`src/rtl/cpu_pkg.sv`:
```
// Shared CPU definitions: branch opcode encodings, branch-class decode
// and the fetch sequencer state encoding.
package cpu_pkg;

    localparam int OPC_W = 6;

    // Branch-class opcodes. They form one contiguous range so that the
    // decode is a simple range compare.
    localparam logic [OPC_W-1:0] BEQ  = 6'b001000;
    localparam logic [OPC_W-1:0] BNE  = 6'b001001;
    localparam logic [OPC_W-1:0] JR   = 6'b001010;
    localparam logic [OPC_W-1:0] BEQZ = 6'b001011;
    localparam logic [OPC_W-1:0] BENZ = 6'b001100;

    typedef enum logic [1:0] {
        IDLE    = 2'd0,
        FETCH   = 2'd1,
        ISSUE   = 2'd2,
        RESOLVE = 2'd3
    } seq_state_t;

    // True for opcodes whose PC update depends on the ALU result.
    function automatic logic is_branch(input logic [OPC_W-1:0] opcode);
        return (opcode >= BEQ) && (opcode <= BENZ);
    endfunction

endpackage

```
`src/rtl/branch_target.sv`:
```
// Next-PC computation for a resolved branch: Jr jumps to the absolute
// ALU result, every other branch steps by it (8-bit wrapping add).
module branch_target
    import cpu_pkg::*;
(
    input  logic [OPC_W-1:0] opcode,
    input  logic [7:0]       pc,
    input  logic [7:0]       br_out,
    output logic [7:0]       next_pc
);

    // Select absolute target or relative step.
    always_comb begin
        next_pc = pc + br_out;
        if (opcode == JR) begin
            next_pc = br_out;
        end
    end

endmodule

```
`src/rtl/pc_sequencer.sv`:
```
// Program counter and fetch sequencer. Fetches one word at a time over a
// req/ack handshake, issues it to the decoder, and for branch-class words
// waits for the ALU result before choosing the next PC.
module pc_sequencer
    import cpu_pkg::*;
#(
    parameter int         INSTR_W  = 22,
    parameter logic [7:0] RESET_PC = 8'h00
) (
    input  logic               clk,
    input  logic               rst,
    input  logic               run,
    output logic               imem_req,
    output logic [7:0]         imem_addr,
    input  logic               imem_ack,
    input  logic [INSTR_W-1:0] imem_data,
    output logic [INSTR_W-1:0] instr,
    output logic [7:0]         instr_pc,
    output logic               instr_valid,
    input  logic               br_valid,
    input  logic [7:0]         br_out,
    output logic [7:0]         pc,
    output logic               busy
);

    seq_state_t         r_state;
    logic [7:0]         r_pc;
    logic [INSTR_W-1:0] r_instr;
    logic [7:0]         r_instr_pc;
    logic               r_instr_valid;
    logic               r_imem_req;

    logic [OPC_W-1:0]   w_opcode;
    logic [7:0]         w_next_pc;

    // The issued word stays in r_instr through RESOLVE, so its opcode
    // drives both the branch decode and the target computation.
    assign w_opcode = r_instr[INSTR_W-1 -: OPC_W];

    branch_target u_branch_target (
        .opcode  (w_opcode),
        .pc      (r_pc),
        .br_out  (br_out),
        .next_pc (w_next_pc)
    );

    // Sequencer FSM; imem_req and instr_valid are registered alongside
    // the state so they change only on state transitions.
    always_ff @(posedge clk) begin
        if (rst) begin
            r_state       <= IDLE;
            r_pc          <= RESET_PC;
            r_instr       <= '0;
            r_instr_pc    <= 8'h00;
            r_instr_valid <= 1'b0;
            r_imem_req    <= 1'b0;
        end else begin
            r_instr_valid <= 1'b0;
            case (r_state)
                IDLE: begin
                    if (run) begin
                        r_state    <= FETCH;
                        r_imem_req <= 1'b1;
                    end
                end
                FETCH: begin
                    // run is deliberately not consulted: a started
                    // handshake always completes.
                    if (imem_ack) begin
                        r_instr       <= imem_data;
                        r_instr_pc    <= r_pc;
                        r_instr_valid <= 1'b1;
                        r_imem_req    <= 1'b0;
                        r_state       <= ISSUE;
                    end
                end
                ISSUE: begin
                    if (is_branch(w_opcode)) begin
                        r_state <= RESOLVE;
                    end else begin
                        r_pc <= r_pc + 8'd1;
                        if (run) begin
                            r_state    <= FETCH;
                            r_imem_req <= 1'b1;
                        end else begin
                            r_state <= IDLE;
                        end
                    end
                end
                RESOLVE: begin
                    if (br_valid) begin
                        r_pc <= w_next_pc;
                        if (run) begin
                            r_state    <= FETCH;
                            r_imem_req <= 1'b1;
                        end else begin
                            r_state <= IDLE;
                        end
                    end
                end
                default: begin
                    r_state    <= IDLE;
                    r_imem_req <= 1'b0;
                end
            endcase
        end
    end

    assign imem_req    = r_imem_req;
    assign imem_addr   = r_pc;
    assign instr       = r_instr;
    assign instr_pc    = r_instr_pc;
    assign instr_valid = r_instr_valid;
    assign pc          = r_pc;
    assign busy        = (r_state != IDLE);

endmodule
```
`config.mk`:
```
export PLATFORM = sky130hd
export DESIGN_NAME = pc_sequencer
export DESIGN_NICKNAME = d
export VERILOG_FILES = /design/src/rtl/cpu_pkg.sv /design/src/rtl/branch_target.sv /design/src/rtl/pc_sequencer.sv
export SDC_FILE = /design/constraint.sdc
export NUM_CORES = 1
export LEC_CHECK = 0
export CORE_MARGIN = 8
export CORE_UTILIZATION = 43
export DETAILED_ROUTE_END_ITERATION = 16
export GPL_ROUTABILITY_DRIVEN = 0
export PLACE_DENSITY = 0.89
export SKIP_CTS_REPAIR_TIMING = 1
export SLEW_MARGIN = 20
export SYNTH_ARGS = -nofsm -noshare
export SYNTH_HDL_FRONTEND = slang
export SYNTH_SLANG_ARGS = --single-unit
```
`constraint.sdc`:
```
create_clock -name clk -period 2.5 [get_ports clk]
set_clock_uncertainty 0.2 [all_clocks]
set_input_delay 0.375 -clock clk [delete_from_list [all_inputs] [get_ports clk]]
set_output_delay 0.375 -clock clk [all_outputs]
set_load 0.01 [all_outputs]
```
==> metrics.cfg <==
[sta]
report.final.hold_viol_count=0
slew_headroom_pct=60.8
final.min_clock_period_ps=2320
final-max-slew-violation-count=0
finalCritPeriodShare_pct=92.6
finalSetupViolCount=0
worst_slack_ps=184
fmax_ghz=0.432
holdWs_ps=256
rsz0062_at_grt=false
worst_slew_pin_slew_ps=586

[critical_path]
cp-start-kind=input port
slowest_delay_ps=490
critPathTopFamily=adder cells
path_max_fanout=2
worst-r2r-setup-slack_ps=320
cp.buffers_inverters=2
critical_path_arrival_ps=2260
crit_chain=clkdlybuf4s50_1, ha_1, inv_1, fa_1, nor2b_1, o21ai_0, a21oi_1, o21ai_0, mux2i_1, a21oi_1
end_kind=flip-flop
setup.worst_path.class=input port to flip-flop
required_ps=2450
crit_path_top_delay_cell=clkdlybuf4s50_1

[place]
placed_area_um2=3020
portBuffers=83
post-place-ws_ps=-153
dp_hpwl_um=4730
dpl.cell_count=421

[route]
drtIter0Drc=171
drt-pass1-iter-count=4
wl_per_cell_um=14.6
drt-total-wl_um=6260
via_count=2241
drtAntennaViolNets=0
drt-vias-per-instance=5.24
drc=0

[final_layout]
fillers=408
instances_no_fill=428
nNetsFinal=405
drive_gt1_share_pct=6.93
antennaDiodeCount=0
multi_input_area_um2=1120
final_common_cell=clkdlybuf4s50_1
area_growth_pct=48.9
layout_common_cells=clkdlybuf4s50_1 (83), nand2_1 (72), a21oi_1 (42), dfxtp_1 (42), buf_4 (15)
fin_util_pct=66.4
seqCellArea_um2=841
stdcell_area_um2=3140

[clocking]
cts_max_level=2
max-clock-path-buffers=2
clk_pin_slew_ps=80
insertion_delay_ps=290
cts_buffers=5
cts_tree=done
ctsRootBufferMaster=clkbuf_8
numClockSinks=42

[floorplan]
dieArea_um2=7400
ioPinCount=84
die_y_um=86
coreArea_um2=4720
die_x_um=86
placementRows=25
initial_core_util_pct=44.6

[logic_synthesis]
async_flop_share_pct=0
synth_edf_count=0
synth-seq-cells=42
synth_area_leaders=dfxtp_1 (40%), nand2_1 (13%), a21oi_1 (10%)
syn-num-nets=322
ys_seq_area_share_pct=39.9
synth_area_um2=2110
netlist.area_leader.share_pct=39.9
synth_area_per_cell_um2=7.58
synth_flop_cell=dfxtp_1
yosysTopAreaCell=dfxtp_1
synth_cell_type_count=40
ys_warn_count=0
syn-instance-count=278

[global_routing]
grt_pass1_vias=2237
antenna_found_initial=0
grt_max_degree=33
grt_util_all_layers_pct=16.8
overflow=0
grt_pass1_wl_um=10200

[power_and_ir_drop]
power.density_nw_per_um2=511
p_leak_nw=1.14
vdd_drop_max_v=0.000466

[worst_hold_path]
min_path_type=flip-flop to flip-flop

[status]
outcome=finished, final reports clean

[flow_run]
drv_cap=0

[worst reg2reg max path: cells and delay by family (launching register included)]
| family | cells | cell delay [ps] |
|---|---|---|
| DFF | 1 | 400 |
| adders and majority gates | 1 | 460 |
| AOI/OAI and AO/OA | 4 | 500 |
| buffers and inverters | 2 | 220 |
| and+or+nand+nor | 1 | 120 |
| muxes | 1 | 160 |
[layout make-up]
cell class	instances	area share [%]
clock inverter	1	0.957
inverter	10	1.20
multi-input combinational	204	35.7
clock buffer	6	2.63
sequential	42	26.8
tap	67	2.67
timing repair buffer	98	30.1
[through the flow]
stage / power (mW) / TNS, ps
final: 1.60 / 0
after global routing: 1.68 / 0
after CTS: 1.62 / 0
after detailed placement: 1.07 / -309
after global placement: 1.07 / -164
after floorplan: 0.900 / 0
[power breakdown]
part,leakage [nW],total [mW],internal [mW],switching (mW)
logic,0.747,0.330,0.175,0.155
registers,0.341,0.729,0.700,0.0286
clock network,0.0573,0.544,0.320,0.224
[per-layer routing]
metal | up-vias | GRT usage (%) | share of wire (%)
li1 | 1120 | - | -
met1 | 1022 | 18.5 | 40
met2 | 93 | 28.6 | 48
met3 | 6 | 7.83 | 11
met4 | 0 | 3.98 | 0.45
met5 | - | 0 | 0
[cells in the mapped netlist, types with 3 or more instances]
| cell | instances |
|---|---|
| nand2_1 | 72 |
| a21oi_1 | 42 |
| dfxtp_1 | 42 |
| clkbuf_1 | 13 |
| o21ai_0 | 11 |
| nand3_1 | 10 |
| nor2_1 | 10 |
| inv_1 | 9 |
| buf_4 | 8 |
| ha_1 | 8 |
| and3_1 | 5 |
| a211oi_1 | 3 |
| a221oi_1 | 3 |
| a31oi_1 | 3 |
| nor2b_1 | 3 |
| nor3_1 | 3 |
| nor3b_1 | 3 |
| o21ai_1 | 3 |
[worst paths after layout]
kind | start | to | depth (start not counted)
worst max register to register | imem_addr[1] | imem_addr[6] | 9
worst max-delay path | br_out[0] | imem_addr[6] | 10
worst min-delay path | instr_pc[5] | instr_pc[5] | 2
worst min register to register | instr_pc[5] | instr_pc[5] | 2
[logic make-up (layout without fill, tap and decap cells)]
group / after synthesis / after routing / share of synthesized area (%)
XOR/XNOR: 3 / 3 / 1.25
adder cells (fa/ha/maj): 9 / 9 / 5.70
AO/OA/AOI/OAI: 76 / 76 / 21.1
multiplexers: 2 / 2 / 0.950
buffers and inverters: 32 / 115 / 7.48
flip-flops: 42 / 42 / 39.9
AND/OR/NAND/NOR: 114 / 114 / 23.6
[sequential cells by signal (all words and copies together), names as in the netlist]
register	count
r_state	2
instr_valid	1
imem_req	1
imem_addr	8
instr	22
instr_pc	8
(Power assumes the default switching activity.)
